## config.mk

```make
export PLATFORM = sky130hd
export DESIGN_NAME = pipe_ctrl_flat
export DESIGN_NICKNAME = d
export VERILOG_FILES = /design/src/rtl/pipe_pkg.sv /design/src/rtl/pipe_ctrl_if.sv /design/src/rtl/hazard_detect.sv /design/src/rtl/pipe_ctrl.sv /design/src/flat_wrapper.sv
export SDC_FILE = /design/constraint.sdc
export NUM_CORES = 1
export LEC_CHECK = 0
export CAP_MARGIN = 5
export CORE_MARGIN = 2
export CORE_UTILIZATION = 50
export CTS_BUF_LIST = sky130_fd_sc_hd__clkbuf_4
export CTS_CLUSTER_DIAMETER = 50
export DETAILED_ROUTE_END_ITERATION = 16
export PLACE_DENSITY = 0.79
export SLEW_MARGIN = 0
export SYNTH_ARGS = -nofsm -noshare
export SYNTH_HDL_FRONTEND = slang
export SYNTH_SLANG_ARGS = --single-unit
```

## constraint.sdc

```tcl
create_clock -name clk -period 6.65 [get_ports clk]
set_clock_uncertainty 0.1 [all_clocks]
set_input_delay 1.33 -clock clk [delete_from_list [all_inputs] [get_ports clk]]
set_output_delay 1.33 -clock clk [all_outputs]
set_load 0.01 [all_outputs]
```

## src/rtl/pipe_pkg.sv

```systemverilog
// Shared types and constants for the pipeline stall/flush sequencer.
package pipe_pkg;

  typedef enum logic [1:0] {
    RUN      = 2'd0,
    MEM_WAIT = 2'd1,
    HALT     = 2'd2
  } pipe_state_t;

  localparam int REG_ZERO = 0;

endpackage

```

## src/rtl/pipe_ctrl_if.sv

```systemverilog
// Hazard inputs and hold/clear controls between the pipeline and pipe_ctrl.
interface pipe_ctrl_if #(
  parameter int REG_ADDR_W = 5,
  parameter int CNT_W      = 32
);

  logic [REG_ADDR_W-1:0] id_rs1;
  logic [REG_ADDR_W-1:0] id_rs2;
  logic                  id_rs1_used;
  logic                  id_rs2_used;
  logic                  ex_is_load;
  logic                  ex_reg_wen;
  logic [REG_ADDR_W-1:0] ex_waddr;
  logic                  ex_branch_taken;
  logic                  mem_req;
  logic                  dmem_ready;
  logic                  wb_ebreak;

  logic                  stall_if;
  logic                  stall_id;
  logic                  stall_ex;
  logic                  stall_mem;
  logic                  flush_id;
  logic                  flush_ex;
  logic                  bubble_wb;
  logic                  halt;
  logic                  mem_err;
  logic [CNT_W-1:0]      stall_cnt;

  modport master (
    output id_rs1, id_rs2, id_rs1_used, id_rs2_used,
    output ex_is_load, ex_reg_wen, ex_waddr, ex_branch_taken,
    output mem_req, dmem_ready, wb_ebreak,
    input  stall_if, stall_id, stall_ex, stall_mem,
    input  flush_id, flush_ex, bubble_wb, halt, mem_err, stall_cnt
  );

  modport slave (
    input  id_rs1, id_rs2, id_rs1_used, id_rs2_used,
    input  ex_is_load, ex_reg_wen, ex_waddr, ex_branch_taken,
    input  mem_req, dmem_ready, wb_ebreak,
    output stall_if, stall_id, stall_ex, stall_mem,
    output flush_id, flush_ex, bubble_wb, halt, mem_err, stall_cnt
  );

endinterface

```

## src/rtl/hazard_detect.sv

```systemverilog
// Combinational load-use detector: load in EX feeding a source operand in ID.
module hazard_detect
  import pipe_pkg::*;
#(
  parameter int REG_ADDR_W = 5
) (
  input  logic [REG_ADDR_W-1:0] id_rs1_i,
  input  logic [REG_ADDR_W-1:0] id_rs2_i,
  input  logic                  id_rs1_used_i,
  input  logic                  id_rs2_used_i,
  input  logic                  ex_is_load_i,
  input  logic                  ex_reg_wen_i,
  input  logic [REG_ADDR_W-1:0] ex_waddr_i,
  output logic                  load_use_o
);

  logic rs1_hit;
  logic rs2_hit;
  logic real_dst;

  // x0 is hardwired to zero, so a load targeting it never produces a value to wait for.
  assign real_dst   = ex_is_load_i && ex_reg_wen_i && (ex_waddr_i != REG_ADDR_W'(REG_ZERO));
  assign rs1_hit    = id_rs1_used_i && (id_rs1_i == ex_waddr_i);
  assign rs2_hit    = id_rs2_used_i && (id_rs2_i == ex_waddr_i);
  assign load_use_o = real_dst && (rs1_hit || rs2_hit);

endmodule

```

## src/rtl/pipe_ctrl.sv

```systemverilog
// Central stall/flush sequencer for the five-stage pipeline: Mealy hold/clear
// controls plus registered halt, memory-timeout error and stall counter.
module pipe_ctrl
  import pipe_pkg::*;
#(
  parameter int REG_ADDR_W  = 5,
  parameter int MEM_TIMEOUT = 255,
  parameter int CNT_W       = 32
) (
  input logic        clk,
  input logic        rst,
  pipe_ctrl_if.slave bus
);

  localparam int                WCNT_W   = $clog2(MEM_TIMEOUT + 1);
  localparam logic [WCNT_W-1:0] WCNT_MAX = WCNT_W'(MEM_TIMEOUT);

  function automatic logic [CNT_W-1:0] sat_inc(input logic [CNT_W-1:0] v);
    return (&v) ? v : v + CNT_W'(1);
  endfunction

  pipe_state_t       state_q, state_d;
  logic [WCNT_W-1:0] wcnt_q, wcnt_d;
  logic              halt_q, halt_d;
  logic              err_q, err_d;
  logic [CNT_W-1:0]  cnt_q, cnt_d;

  logic load_use;
  logic run_eval;
  logic stall_all;
  logic sif, sid, sex, smem, fid, fex, bwb;

  hazard_detect #(
    .REG_ADDR_W (REG_ADDR_W)
  ) u_hazard (
    .id_rs1_i      (bus.id_rs1),
    .id_rs2_i      (bus.id_rs2),
    .id_rs1_used_i (bus.id_rs1_used),
    .id_rs2_used_i (bus.id_rs2_used),
    .ex_is_load_i  (bus.ex_is_load),
    .ex_reg_wen_i  (bus.ex_reg_wen),
    .ex_waddr_i    (bus.ex_waddr),
    .load_use_o    (load_use)
  );

  always_comb begin
    state_d   = state_q;
    wcnt_d    = wcnt_q;
    halt_d    = halt_q;
    err_d     = err_q;
    run_eval  = 1'b0;
    stall_all = 1'b0;
    sif       = 1'b0;
    sid       = 1'b0;
    fid       = 1'b0;
    fex       = 1'b0;

    case (state_q)
      RUN: run_eval = 1'b1;
      MEM_WAIT: begin
        // On completion the frozen EX contents get their normal RUN treatment this same cycle.
        if (bus.dmem_ready) begin
          state_d  = RUN;
          run_eval = 1'b1;
        end else begin
          stall_all = 1'b1;
          if (wcnt_q == WCNT_MAX) begin
            err_d   = 1'b1;
            halt_d  = 1'b1;
            state_d = HALT;
          end else begin
            wcnt_d = wcnt_q + WCNT_W'(1);
          end
        end
      end
      HALT:    stall_all = 1'b1;
      default: state_d = RUN;
    endcase

    if (run_eval) begin
      if (bus.wb_ebreak) begin
        stall_all = 1'b1;
        halt_d    = 1'b1;
        state_d   = HALT;
      end else if (bus.mem_req && !bus.dmem_ready) begin
        stall_all = 1'b1;
        wcnt_d    = WCNT_W'(1);
        state_d   = MEM_WAIT;
      end else if (bus.ex_branch_taken) begin
        // Wrong-path ID instruction: squash rather than stall on its hazards.
        fid = 1'b1;
        fex = 1'b1;
      end else if (load_use) begin
        sif = 1'b1;
        sid = 1'b1;
        fex = 1'b1;
      end
    end

    sif  = (sif || stall_all) && !rst;
    sid  = (sid || stall_all) && !rst;
    sex  = stall_all && !rst;
    smem = stall_all && !rst;
    bwb  = stall_all && !rst;
    fid  = fid && !rst;
    fex  = fex && !rst;

    cnt_d = sif ? sat_inc(cnt_q) : cnt_q;
  end

  always_ff @(posedge clk) begin
    if (rst) begin
      state_q <= RUN;
      wcnt_q  <= '0;
      halt_q  <= 1'b0;
      err_q   <= 1'b0;
      cnt_q   <= '0;
    end else begin
      state_q <= state_d;
      wcnt_q  <= wcnt_d;
      halt_q  <= halt_d;
      err_q   <= err_d;
      cnt_q   <= cnt_d;
    end
  end

  assign bus.stall_if  = sif;
  assign bus.stall_id  = sid;
  assign bus.stall_ex  = sex;
  assign bus.stall_mem = smem;
  assign bus.flush_id  = fid;
  assign bus.flush_ex  = fex;
  assign bus.bubble_wb = bwb;
  assign bus.halt      = halt_q && !rst;
  assign bus.mem_err   = err_q && !rst;
  assign bus.stall_cnt = rst ? '0 : cnt_q;

endmodule

```

## src/flat_wrapper.sv

```systemverilog
// flat-port wrapper written by rule: the top's interface ports become plain ports
module pipe_ctrl_flat import pipe_pkg::*;
#(
  parameter int REG_ADDR_W  = 5,
  parameter int MEM_TIMEOUT = 255,
  parameter int CNT_W       = 32
)
  (clk, rst, bus_id_rs1, bus_id_rs2, bus_id_rs1_used, bus_id_rs2_used, bus_ex_is_load, bus_ex_reg_wen, bus_ex_waddr, bus_ex_branch_taken, bus_mem_req, bus_dmem_ready, bus_wb_ebreak, bus_stall_if, bus_stall_id, bus_stall_ex, bus_stall_mem, bus_flush_id, bus_flush_ex, bus_bubble_wb, bus_halt, bus_mem_err, bus_stall_cnt);
  pipe_ctrl_if #(.REG_ADDR_W(REG_ADDR_W), .CNT_W(CNT_W)) bus_i ();
  input logic clk;
  input logic rst;
  input wire logic [$bits(bus_i.id_rs1)-1:0] bus_id_rs1;
  input wire logic [$bits(bus_i.id_rs2)-1:0] bus_id_rs2;
  input wire logic [$bits(bus_i.id_rs1_used)-1:0] bus_id_rs1_used;
  input wire logic [$bits(bus_i.id_rs2_used)-1:0] bus_id_rs2_used;
  input wire logic [$bits(bus_i.ex_is_load)-1:0] bus_ex_is_load;
  input wire logic [$bits(bus_i.ex_reg_wen)-1:0] bus_ex_reg_wen;
  input wire logic [$bits(bus_i.ex_waddr)-1:0] bus_ex_waddr;
  input wire logic [$bits(bus_i.ex_branch_taken)-1:0] bus_ex_branch_taken;
  input wire logic [$bits(bus_i.mem_req)-1:0] bus_mem_req;
  input wire logic [$bits(bus_i.dmem_ready)-1:0] bus_dmem_ready;
  input wire logic [$bits(bus_i.wb_ebreak)-1:0] bus_wb_ebreak;
  output wire logic [$bits(bus_i.stall_if)-1:0] bus_stall_if;
  output wire logic [$bits(bus_i.stall_id)-1:0] bus_stall_id;
  output wire logic [$bits(bus_i.stall_ex)-1:0] bus_stall_ex;
  output wire logic [$bits(bus_i.stall_mem)-1:0] bus_stall_mem;
  output wire logic [$bits(bus_i.flush_id)-1:0] bus_flush_id;
  output wire logic [$bits(bus_i.flush_ex)-1:0] bus_flush_ex;
  output wire logic [$bits(bus_i.bubble_wb)-1:0] bus_bubble_wb;
  output wire logic [$bits(bus_i.halt)-1:0] bus_halt;
  output wire logic [$bits(bus_i.mem_err)-1:0] bus_mem_err;
  output wire logic [$bits(bus_i.stall_cnt)-1:0] bus_stall_cnt;
  assign bus_i.id_rs1 = bus_id_rs1;
  assign bus_i.id_rs2 = bus_id_rs2;
  assign bus_i.id_rs1_used = bus_id_rs1_used;
  assign bus_i.id_rs2_used = bus_id_rs2_used;
  assign bus_i.ex_is_load = bus_ex_is_load;
  assign bus_i.ex_reg_wen = bus_ex_reg_wen;
  assign bus_i.ex_waddr = bus_ex_waddr;
  assign bus_i.ex_branch_taken = bus_ex_branch_taken;
  assign bus_i.mem_req = bus_mem_req;
  assign bus_i.dmem_ready = bus_dmem_ready;
  assign bus_i.wb_ebreak = bus_wb_ebreak;
  assign bus_stall_if = bus_i.stall_if;
  assign bus_stall_id = bus_i.stall_id;
  assign bus_stall_ex = bus_i.stall_ex;
  assign bus_stall_mem = bus_i.stall_mem;
  assign bus_flush_id = bus_i.flush_id;
  assign bus_flush_ex = bus_i.flush_ex;
  assign bus_bubble_wb = bus_i.bubble_wb;
  assign bus_halt = bus_i.halt;
  assign bus_mem_err = bus_i.mem_err;
  assign bus_stall_cnt = bus_i.stall_cnt;
  pipe_ctrl #(.REG_ADDR_W(REG_ADDR_W), .MEM_TIMEOUT(MEM_TIMEOUT), .CNT_W(CNT_W)) u_core (.clk(clk), .rst(rst), .bus(bus_i));
endmodule
```

### Word-level counts from Yosys, hierarchy flattened

Cells that the tools add are included.

| cells by class | value |
|---|---|
| bitwise logic cells | 2 |
| equality and inequality tests | 5 |
| add/subtract/negate cells | 2 |
| reductions and logical operators | 22 |
| multiplexer cells | 38 |

Operator list:

| cell | count |
|---|---|
| 8-bit two-way mux | 6 |
| 32-bit by 1-bit adder with 32-bit output, second input constant | 1 |
| 32-bit two-way mux | 1 |
| 32-bit AND reduction | 1 |
| 1-bit two-way mux | 23 |
| 1-bit logical AND | 12 |
| 5-bit == test | 2 |
| 2-bit two-way mux | 5 |
| 8-bit by 1-bit adder with 8-bit output, second input constant | 1 |
| 8-bit == test, second input constant | 1 |
| 5-bit nonzero test | 1 |
| 1-bit case mux with 2 select lines | 2 |
| 2-bit case mux with 2 select lines | 1 |
| 3-bit AND reduction | 1 |
| 2-bit by 1-bit == test with 1-bit output, second input constant | 1 |
| 2-bit == test, second input constant | 1 |
| 1-bit logical NOT | 2 |
| 2-bit logical NOT | 1 |
| 1-bit logical OR | 2 |
| 1-bit NOT | 2 |
| 2-bit AND reduction | 1 |
| 2-bit OR reduction | 1 |

| storage, ports and cells | value |
|---|---|
| output and inout port bits | 41 |
| register bits | 44 |
| logic and storage cells | 74 |
| input bits | 25 |

### Logic depth before layout (Yosys ltp)

Gate-level depths: netlist (run 1).

| logic depth | value |
|---|---|
| word-level depth | 12 |
| depth in mapped cells | 12 |
| gate-level depth less buffers | 9 |

### Hierarchy

A second synthesis (run 1) with hierarchy kept.

| unflattened totals | value |
|---|---|
| cell total of the unflattened synthesis | 328 |
| area, all modules | 2,628.8 sq um |

Modules (own cells, without submodules):

| module | area each (sq um) | sequential area each (sq um) | instances | cells an instance |
|---|---|---|---|---|
| pipe_ctrl | 2,493.6 | 880.8 | 1 | 311 |
| hazard_detect | 135.1 | 0.0 | 1 | 17 |

### Worst setup path before layout (run 1)

No wires, ideal clock.

| timing path | value |
|---|---|
| kind | input -> output |
| start point | in bus_ex_waddr[1] |
| end point | out bus_stall_if |
| path slack | 2.406 ns |
| required time | 5.220 ns |
| stages | 9 |
| buffers on the path | 4 |
| arrival | 2.814 ns |
| cell sequence | or4_1 > nor2_1 > nor4_2 > a21oi_2 > buf_6 > buf_6 > buf_2 > inv_2 > buf_4 |

| on the way | value |
|---|---|
| word-level cells in the longest chain between the ends | 11 |
| elaborated cells on any way between the ends | 15 |
| those cells by class | eq/ne (2); mux (5); reduce/logical (8) |

Ends and longest elaborated chain:

| item | RTL line | source |
|---|---|---|
| start: declaration | flat_wrapper.sv:18 | `input wire logic [$bits(bus_i.ex_waddr)-1:0] bus_ex_waddr;` |
| 5-bit == test (on tied branches) | hazard_detect.sv:23, hazard_detect.sv:24 |  |
| 1-bit logical AND (on tied branches) | hazard_detect.sv:23, hazard_detect.sv:24 |  |
| 1-bit logical OR | hazard_detect.sv:25 | `assign load_use_o = real_dst && (rs1_hit \|\| rs2_hit);` |
| 1-bit logical AND * | hazard_detect.sv:25 |  |
| 1-bit two-way mux * (5 in series) | - |  |
| 1-bit logical OR * | - |  |
| 1-bit logical AND * | - |  |
| end: declaration | flat_wrapper.sv:23 | `output wire logic [$bits(bus_i.stall_if)-1:0] bus_stall_if;` |

Every way passes the cells marked *; elsewhere a longest branch is shown, timed or not.

### Final worst setup path (run 1)

| timing path | value |
|---|---|
| start point | in bus_ex_waddr[2] |
| end point | out bus_flush_ex |

| on the way | value |
|---|---|
| word-level cells in the longest chain between the ends | 10 |
| elaborated cells on any way between the ends | 14 |
| those cells by class | eq/ne (2); mux (5); reduce/logical (7) |

Ends and longest elaborated chain:

| item | RTL line | source |
|---|---|---|
| 5-bit == test (on tied branches) | hazard_detect.sv:23, hazard_detect.sv:24 |  |
| 1-bit logical AND (on tied branches) | hazard_detect.sv:23, hazard_detect.sv:24 |  |
| 1-bit logical OR | hazard_detect.sv:25 |  |
| 1-bit logical AND * | hazard_detect.sv:25 |  |
| 1-bit two-way mux * | pipe_ctrl.sv:93 | `end else if (load_use) begin` |
| 1-bit two-way mux * | pipe_ctrl.sv:89 | `end else if (bus.ex_branch_taken) begin` |
| 1-bit two-way mux * | pipe_ctrl.sv:85 | `end else if (bus.mem_req && !bus.dmem_ready) begin` |
| 1-bit two-way mux * | pipe_ctrl.sv:81 | `if (bus.wb_ebreak) begin` |
| 1-bit two-way mux * | pipe_ctrl.sv:80 | `if (run_eval) begin` |
| 1-bit logical AND * | pipe_ctrl.sv:106 | `fex = fex && !rst;` |
| end: declaration | flat_wrapper.sv:28 | `output wire logic [$bits(bus_i.flush_ex)-1:0] bus_flush_ex;` |

Marked as above.

==> flow_metrics.tcl, run 1 <==
set metrics [dict create \
    grt_usage 0.2073 \
    design_area_um2 3323 \
    clk_latency_ns 0.36 \
    fmax_ghz 0.2000 \
    synthArstFlopShare 0 \
    fin_crit_sh 0.7517 \
    ys_seq_elements 44 \
    yosys_warnings 0 \
    dieArea_um2 5843 \
    rsz0062_at_grt "false" \
    crit_path_start "bus_ex_waddr[2]" \
    area_growth_pct 26.66 \
    crit_required_ns 5.22 \
    maxSlewViolCount 0 \
    ctsRootBufferMaster "clkbuf_4" \
    setup-violations-final 0 \
    slew_headroom 0.4580 \
    final_nets 418 \
    clk_pin_slew_ns 0.11 \
    synthDistinctLibCells 38 \
    cts_buffers 5 \
    power.switching_uw 126.7 \
    detailed_place_hpwl_mm 4.406 \
    setup_tns_ns 0 \
    tritoncts "yes" \
    hold_class "reg2reg" \
    ant_nets 0 \
    worst_pin_slew_ns 0.8114 \
    clkPwrFrac 0.270 \
    first_global_vias 2329 \
    hold_ws_ns 0.3802 \
    syn_avg_cell_area_um2 7.927 \
    synth-edff-count 0 \
    finalHoldViolations 0 \
    intPower_uw 347.6 \
    switching_share 0.2672 \
    wl_met3_um 253 \
    synth.net_count 362 \
    final_util 0.6548 \
    pre_cts_ws_ns 1.648 \
    finalCriticalPeriod_ns 4.999 \
    grt_max_degree 47 \
    route.met2.wl_mm 2.828 \
    place_congestion 0.8680 \
    arrival_ns 3.57 \
    grt_pass1_wl_mm 10.12 \
    routed_wire_length_per_instance_um 13.16 \
    antenna_found_initial 0 \
    htreeDepth 2 \
    leakagePower_nw 1.117 \
    drc 0 \
    drtIter0Drc 102 \
    die_h_um 76.44 \
    synthCells 331 \
    start_util 0.5170 \
    yosysSeqAreaShare 0.3357 \
    hold_start "u_core.err_q$_SDFFE_PP0P_" \
    status "finished, final reports clean" \
    via_count 2541 \
    ctsLongestPathBuffers 2 \
    setup_ws_ns 1.651 \
    coreArea_um2 5075 \
    crit_path_end_kind "output port" \
    total_power_uw 474.3 \
    postCtsSetupBuffers 0 \
    postPlaceCellArea_um2 3273 \
    ctsResizeCount 0 \
    reg2reg_from "u_core.state_q[1]$_SDFF_PP0_" \
    cap_violations 0 \
    path_max_fanout 3 \
    drive_gt1_frac 0.08786 \
    die_x_um 76.44 \
    drt_pass1_iterations 5 \
    ios 66 \
    m1WireLength_mm 2.745 \
    overflow 0 \
    synth_area_um2 2624 \
    cp-start-kind "input pin" \
    path_class "in2out" \
    p_seq_frac 0.572 \
    dp_cells 450 \
    wl_mm 6.013 \
    synth_flop_cell "dfxtp_1" \
    port-buffer-count 65 \
    cts.sinks 44 \
    combPwrFrac 0.158 \
    antenna_cells 0 \
    rows 26 \
    finalNonFillerCells 457 \
    viasPerCell 5.560 \
    vdd_ir_drop_max_uv 88.80 \
    p_per_area_nw_per_um2 142.7 \
    ctsHoldBuffers 0 \
    highest_layer "met4" \
]
## flip-flops by register name, summed over array words and instances, names as in the netlist
| signal | flops |
|---|---|
| u_core.cnt_q | 32 |
| u_core.wcnt_q | 8 |
| u_core.state_q | 2 |
| u_core.err_q | 1 |
| u_core.halt_q | 1 |
## synthesized netlist by cell type (6+ instances only)
| cell | n | area [um2] |
|---|---|---|
| nor2_1 | 38 | 142.6 |
| or3_1 | 8 | 50.05 |
| nand3_1 | 17 | 85.08 |
| clkbuf_1 | 9 | 33.78 |
| ha_1 | 6 | 75.07 |
| nor2b_1 | 31 | 193.9 |
| nor4_1 | 9 | 56.30 |
| dfxtp_1 | 44 | 880.8 |
| mux2_2 | 15 | 168.9 |
| nand2_1 | 21 | 78.83 |
| xnor2_1 | 11 | 96.34 |
| nand4_1 | 17 | 106.4 |
| nor3_1 | 8 | 40.04 |
| a21oi_1 | 16 | 80.08 |
| inv_1 | 9 | 33.78 |
| o21ai_0 | 18 | 90.09 |
| o31ai_1 | 7 | 52.55 |
## power groups by stage
| stage | sequential (mW) | combinational, mW | clock, mW |
|---|---|---|---|
| after floorplan | 0.276 | 0.0469 | 0 |
| final | 0.271 | 0.0752 | 0.128 |
| after global routing | 0.272 | 0.0820 | 0.144 |
| after CTS | 0.271 | 0.0753 | 0.134 |
| after global placement | 0.277 | 0.0733 | 0 |
| after detailed placement | 0.277 | 0.0752 | 0 |
## per-layer routing
layer / global-route usage / vias up
met5: 0 / -
met4: 0.09273 / 0
met3: 0.03910 / 22
met2: 0.3531 / 84
met1: 0.2539 / 1147
li1: - / 1288
## worst max-delay path, cell delays in order
cell	delay, ns
clkdlybuf4s50_1	0.48
xnor2_1	0.22
nand4_1	0.12
o22ai_1	0.25
or3b_2	0.46
a21oi_1	0.16
clkdlybuf4s50_1	0.55
## path summary, 6_finish.rpt
check                                                endpoint  slack (ns)  cells past startpoint
worst max-delay path                             bus_flush_ex        1.65                      7
worst min-delay path                u_core.err_q$_SDFFE_PP0P_        0.38                      2
worst max register to register  u_core.cnt_q[18]$_SDFFE_PP0P_        3.86                      9
worst min register to register      u_core.err_q$_SDFFE_PP0P_        0.38                      2
## logic make-up after synthesis
| family | count (synthesis) | synth area share |
|---|---|---|
| simple gates | 173 | 0.3553 |
| compound gates | 47 | 0.1025 |
| flops | 44 | 0.3357 |
| buf+inv | 28 | 0.05197 |
| mux | 18 | 0.07582 |
| xor+xnor | 15 | 0.05007 |
| fa+ha+maj | 6 | 0.02861 |
## cell type report
type | instances | area, um2
Fill cell | 433 | 1752
Multi-Input combinational cell | 259 | 1607
Sequential cell | 44 | 880.8
Timing Repair Buffer | 67 | 660.6
Tap cell | 70 | 87.58
Clock buffer | 6 | 45.04
Inverter | 10 | 37.54
Clock inverter | 1 | 5.005
## cell usage in the layout (no fill, tap or decap), drive strengths merged, types with 10 or more instances in the layout
cell type,netlist,layout
nand4,17,17
mux2,15,15
inv,10,10
clkdlybuf4s50,0,64
nand2,21,21
nor2,38,38
xnor2,11,11
nor2b,31,31
dfxtp,44,44
a21oi,17,17
o21ai,18,18
nor4,11,11
nand3,17,17
No activity file was read; power rests on OpenSTA's default activity.
==> run 2: changes to the inputs <==
==> constraint.sdc (replaced) <==
create_clock -name clk -period 5.2 [get_ports clk]
set_clock_uncertainty 0.1 [all_clocks]
set_input_delay 1.04 -clock clk [delete_from_list [all_inputs] [get_ports clk]]
set_output_delay 1.04 -clock clk [all_outputs]
set_load 0.01 [all_outputs]
==> flow_metrics.tcl, run 2 (same netlist as run 1, synthesis figures left out) <==
set metrics [dict create \
    status "finished, final reports clean" \
    postPlaceCellArea_um2 3273 \
    p_per_area_nw_per_um2 194.7 \
    ctsLongestPathBuffers 2 \
    detailed_place_hpwl_mm 4.522 \
    clk_latency_ns 0.35 \
    slew_headroom 0.4570 \
    area_growth_pct 27.61 \
    postCtsSetupBuffers 0 \
    first_global_vias 2480 \
    largestRegisters "u_core.cnt_q (32), u_core.wcnt_q (8), u_core.state_q (2)" \
    reg2reg_from "u_core.state_q[0]$_SDFF_PP0_" \
    coreArea_um2 5075 \
    final_nets 418 \
    drtIter0Drc 183 \
    crit_path_start "bus_ex_waddr[4]" \
    largest_reg_flops 32 \
    ios 66 \
    cts_buffers 5 \
    min_path_cells 2 \
    design_area_um2 3348 \
    cp-start-kind "input pin" \
    met3_usage 0.03555 \
    ctsResizeCount 0 \
    ctsRootBufferMaster "clkbuf_4" \
    tritoncts "yes" \
    drc 0 \
    setup_tns_ns 0 \
    clk_pin_slew_ns 0.12 \
    finalCriticalPeriod_ns 4.410 \
    drt_pass1_iterations 4 \
    drive_gt1_frac 0.08505 \
    die_x_um 76.44 \
    rows 26 \
    path_class "in2out" \
    grt_busiest_layer "met2" \
    timing.reg2reg.setup_slack_ns 2.36 \
    grt_pass1_wl_mm 10.61 \
    rr_endpoint "u_core.cnt_q[18]$_SDFFE_PP0P_" \
    final_common_cell "clkdlybuf4s50_1" \
    ant_nets 0 \
    arrival_ns 3.27 \
    worst_pin_slew_ns 0.8129 \
    htreeDepth 2 \
    maxSlewViolCount 0 \
    port-buffer-count 65 \
    path_max_fanout 3 \
    viasPerCell 5.600 \
    wl_mm 6.208 \
    cap_violations 0 \
    ctsHoldBuffers 0 \
    grt_max_degree 67 \
    place_congestion 0.8381 \
    final_cell_mix "clkdlybuf4s50_1, dfxtp_1, nor2_1" \
    crit_required_ns 4.06 \
    ff2ff_path_depth 9 \
    via_count 2565 \
    hold_class "reg2reg" \
    rsz0062_at_grt "false" \
    finalHoldViolations 0 \
    setup-violations-final 0 \
    grt_use_met2 0.3814 \
    cts.sinks 44 \
    antenna_cells 0 \
    routed_wire_length_per_instance_um 13.55 \
    antenna_found_initial 0 \
    grt_usage 0.2135 \
    dieArea_um2 5843 \
    fin_crit_sh 0.8482 \
    crit_end "bus_flush_ex" \
    leakagePower_nw 1.126 \
    grtUsageMet1 0.2559 \
    vdd_ir_drop_max_uv 123.3 \
    die_h_um 76.44 \
    fmax_ghz 0.2267 \
    crit_path_end_kind "output port" \
    regMostFlops "u_core.cnt_q" \
    overflow 0 \
    start_util 0.5170 \
]
[run 2: cell types whose count changed in the layout (fill, tap and decap cells not counted), sizes merged]
cell and delta:
bufinv +1, clkbuf -1, clkinv +1
[run 2: cell type report]
cell class,instances,area [um2]
repair buffers,67,660.6
multi-input cells,259,1607
well taps,70,87.58
fillers,458,1727
inverters,10,37.54
clock buffers,5,37.54
clock inverters,3,37.54
flip-flops and latches,44,880.8
[run 2: metal layers]
| metal | share of wire | vias to the layer above |
|---|---|---|
| li1 | - | 1277 |
| met1 | 0.46 | 1220 |
| met2 | 0.48 | 53 |
| met3 | 0.035 | 15 |
| met4 | 0.023 | 0 |
| met5 | 0 | - |
[run 2: where the power goes]
part | internal (mW) | total, mW | leakage, nW | switching, mW
Clock | 0.0984 | 0.208 | 0.0403 | 0.110
Combinational | 0.0472 | 0.0972 | 0.730 | 0.0500
Sequential | 0.342 | 0.347 | 0.355 | 0.00454
Total | 0.488 | 0.652 | 1.13 | 0.164
[run 2: worst min path at each step]
stage	slack [ns]	to	from
floorplan	0.33	u_core.err_q$_SDFFE_PP0P_	u_core.err_q$_SDFFE_PP0P_
global route	0.41	u_core.err_q$_SDFFE_PP0P_	u_core.err_q$_SDFFE_PP0P_
finish	0.37	u_core.err_q$_SDFFE_PP0P_	u_core.err_q$_SDFFE_PP0P_
detailed placement	0.35	u_core.err_q$_SDFFE_PP0P_	u_core.err_q$_SDFFE_PP0P_
CTS	0.37	u_core.err_q$_SDFFE_PP0P_	u_core.err_q$_SDFFE_PP0P_
global placement	0.34	u_core.err_q$_SDFFE_PP0P_	u_core.err_q$_SDFFE_PP0P_
[run 2: worst max-delay path: stages]
cell and delay, ns:
clkdlybuf4s50_1 0.55, xnor2_1 0.15, nand4_1 0.12, o22ai_1 0.25, or3b_2 0.46, a21oi_1 0.16, clkdlybuf4s50_1 0.55
[run 2: through the flow]
stage | hold WS [ns] | setup WS, ns | power [mW] | util | cells
global route | 0.4127 | 0.6880 | 0.6820 | 0.6598 | 458
finish | 0.3674 | 0.7895 | 0.6520 | 0.6598 | 458
global placement | 0.3435 | 0.8601 | 0.4477 | 0.6450 | 450
CTS | 0.3726 | 0.7810 | 0.6559 | 0.6598 | 458
detailed placement | 0.3549 | 0.7791 | 0.4508 | 0.6450 | 450
floorplan | 0.3321 | 1.536 | 0.4130 | - | 331
==> run 3: changes to the inputs <==
--- a/config.mk
+++ b/config.mk
@@ -7,11 +7,11 @@
 export LEC_CHECK = 0
 export CAP_MARGIN = 5
 export CORE_MARGIN = 2
-export CORE_UTILIZATION = 50
+export CORE_UTILIZATION = 46
 export CTS_BUF_LIST = sky130_fd_sc_hd__clkbuf_4
 export CTS_CLUSTER_DIAMETER = 50
 export DETAILED_ROUTE_END_ITERATION = 16
-export PLACE_DENSITY = 0.79
+export PLACE_DENSITY = 0.77
 export SLEW_MARGIN = 0
 export SYNTH_ARGS = -nofsm -noshare
 export SYNTH_HDL_FRONTEND = slang
==> constraint.sdc (replaced) <==
create_clock -name clk -period 4 [get_ports clk]
set_clock_uncertainty 0.1 [all_clocks]
set_input_delay 0.8 -clock clk [delete_from_list [all_inputs] [get_ports clk]]
set_output_delay 0.8 -clock clk [all_outputs]
set_load 0.01 [all_outputs]
==> flow_metrics.tcl, run 3 (same netlist as run 1, synthesis figures left out) <==
set metrics [dict create \
    cap_violations 0 \
    setup-violations-final 0 \
    pre_cts_ws_ns 0.1166 \
    drc 0 \
    final_nets 419 \
    path_class "in2out" \
    tritoncts "yes" \
    setup_tns_ns 0 \
    crit_chain "clkdlybuf4s50_1 -> xnor2_1 -> nand4_1 -> o22ai_1 -> or3b_2 -> a21oi_1 -> clkdlybuf4s50_1" \
    rsz0062_at_grt "false" \
    cpMostUsedCell "clkdlybuf4s50_1" \
    vdd_ir_drop_max_uv 181.3 \
    htreeDepth 2 \
    clk_pin_slew_ns 0.14 \
    crit_required_ns 3.10 \
    hold_class "reg2reg" \
    postCtsSetupBuffers 0 \
    wl_mm 5.994 \
    ctsRootBufferMaster "clkbuf_4" \
    drtIter0Drc 93 \
    antenna_cells 0 \
    antenna_found_initial 0 \
    place_congestion 0.8678 \
    cts_buffers 5 \
    overflow 0 \
    drt_pass1_iterations 4 \
    grt_pass1_wl_mm 10.26 \
    slew_headroom 0.4831 \
    met3_usage 0.04072 \
    fin_crit_sh 0.9686 \
    area_growth_pct 28.37 \
    dp_cells 453 \
    final_util 0.6117 \
    crit_path_end_kind "output port" \
    p_per_area_nw_per_um2 257.7 \
    coreArea_um2 5507 \
    status "finished, final reports clean" \
    start_util 0.4765 \
    grtUsageMet1 0.2479 \
    grt_use_met2 0.3445 \
    worst_pin_slew_ns 0.7738 \
    design_area_um2 3368 \
    slowest_delay_ns 0.55 \
    die_x_um 79.53 \
    leakagePower_nw 1.137 \
    path_max_fanout 3 \
    clk_latency_ns 0.37 \
    finalCriticalPeriod_ns 3.874 \
    final_cell_mix "clkdlybuf4s50_1, dfxtp_1, nor2_1" \
    largestRegisters "u_core.cnt_q (32), u_core.wcnt_q (8), u_core.state_q (2)" \
    final_common_cell "clkdlybuf4s50_1" \
    via_count 2530 \
    maxSlewViolCount 0 \
    ios 66 \
    grt_max_degree 66 \
    die_h_um 79.53 \
    setup_ws_ns 0.1257 \
    grt_busiest_layer "met2" \
    ctsLongestPathBuffers 2 \
    routed_wire_length_per_instance_um 13.00 \
    finalNonFillerCells 461 \
    cts.sinks 44 \
    finalHoldViolations 0 \
    ctsHoldBuffers 0 \
    first_global_vias 2364 \
    grt_usage 0.2003 \
    cp-start-kind "input pin" \
    regMostFlops "u_core.cnt_q" \
    detailed_place_hpwl_mm 4.424 \
    arrival_ns 2.97 \
    postPlaceCellArea_um2 3283 \
    largest_reg_flops 32 \
    ctsResizeCount 0 \
    crit_slowest_cell "clkdlybuf4s50_1" \
    ant_nets 0 \
    dieArea_um2 6324 \
    fmax_ghz 0.2581 \
    port-buffer-count 65 \
    drive_gt1_frac 0.09254 \
    viasPerCell 5.488 \
    rows 27 \
]
-- run 3: cell count changes in the layout (fill, tap and decap cells not counted) --
| cell | previous run | this run |
|---|---|---|
| clkinv_4 | 0 | 2 |
| clkinv_1 | 2 | 0 |
| buf_4 | 2 | 3 |
-- run 3: worst max-delay path, delay by kind of cell --
family | cells | cell delay (ns)
AO/OA/AOI/OAI | 2 | 0.38
XOR/XNOR | 1 | 0.13
AND/OR/NAND/NOR | 2 | 0.56
buffers and inverters | 2 | 1.09
-- run 3: worst paths after layout --
path         depth (start not counted)  slack (ns)                       endpoint                          from
max                                  7        0.13                   bus_flush_ex               bus_ex_waddr[1]
min                                  2        0.37      u_core.err_q$_SDFFE_PP0P_     u_core.err_q$_SDFFE_PP0P_
max reg2reg                          9        1.22  u_core.cnt_q[18]$_SDFFE_PP0P_  u_core.state_q[1]$_SDFF_PP0_
min reg2reg                          2        0.37      u_core.err_q$_SDFFE_PP0P_     u_core.err_q$_SDFFE_PP0P_
-- run 3: metal layers --
layer / routed length [um] / vias to the layer above
met3: 146 / 9
met1: 2683 / 1197
met4: 106 / 0
li1: - / 1287
met5: 0 / -
met2: 3058 / 37
-- run 3: area by class of cell --
cell class	instances	area (um2)
Fill cell	498	2138
Clock inverter	3	47.55
Multi-Input combinational cell	259	1607
Sequential cell	44	880.8
Timing Repair Buffer	68	668.1
Clock buffer	5	37.54
Tap cell	72	90.09
Inverter	10	37.54
-- run 3: power breakdown --
part | switching [mW] | total [mW] | internal, mW
logic | 0.0635 | 0.125 | 0.0616
registers | 0.00636 | 0.451 | 0.445
clock network | 0.158 | 0.291 | 0.134
total | 0.228 | 0.868 | 0.640
-- run 3: through the flow --
stage	total power [mW]	hold WS [ns]
final	0.8679	0.3652
after global routing	0.9103	0.3963
after CTS	0.8766	0.3676
after detailed placement	0.5865	0.3501
after global placement	0.5833	0.3431
after floorplan	0.5369	0.3321
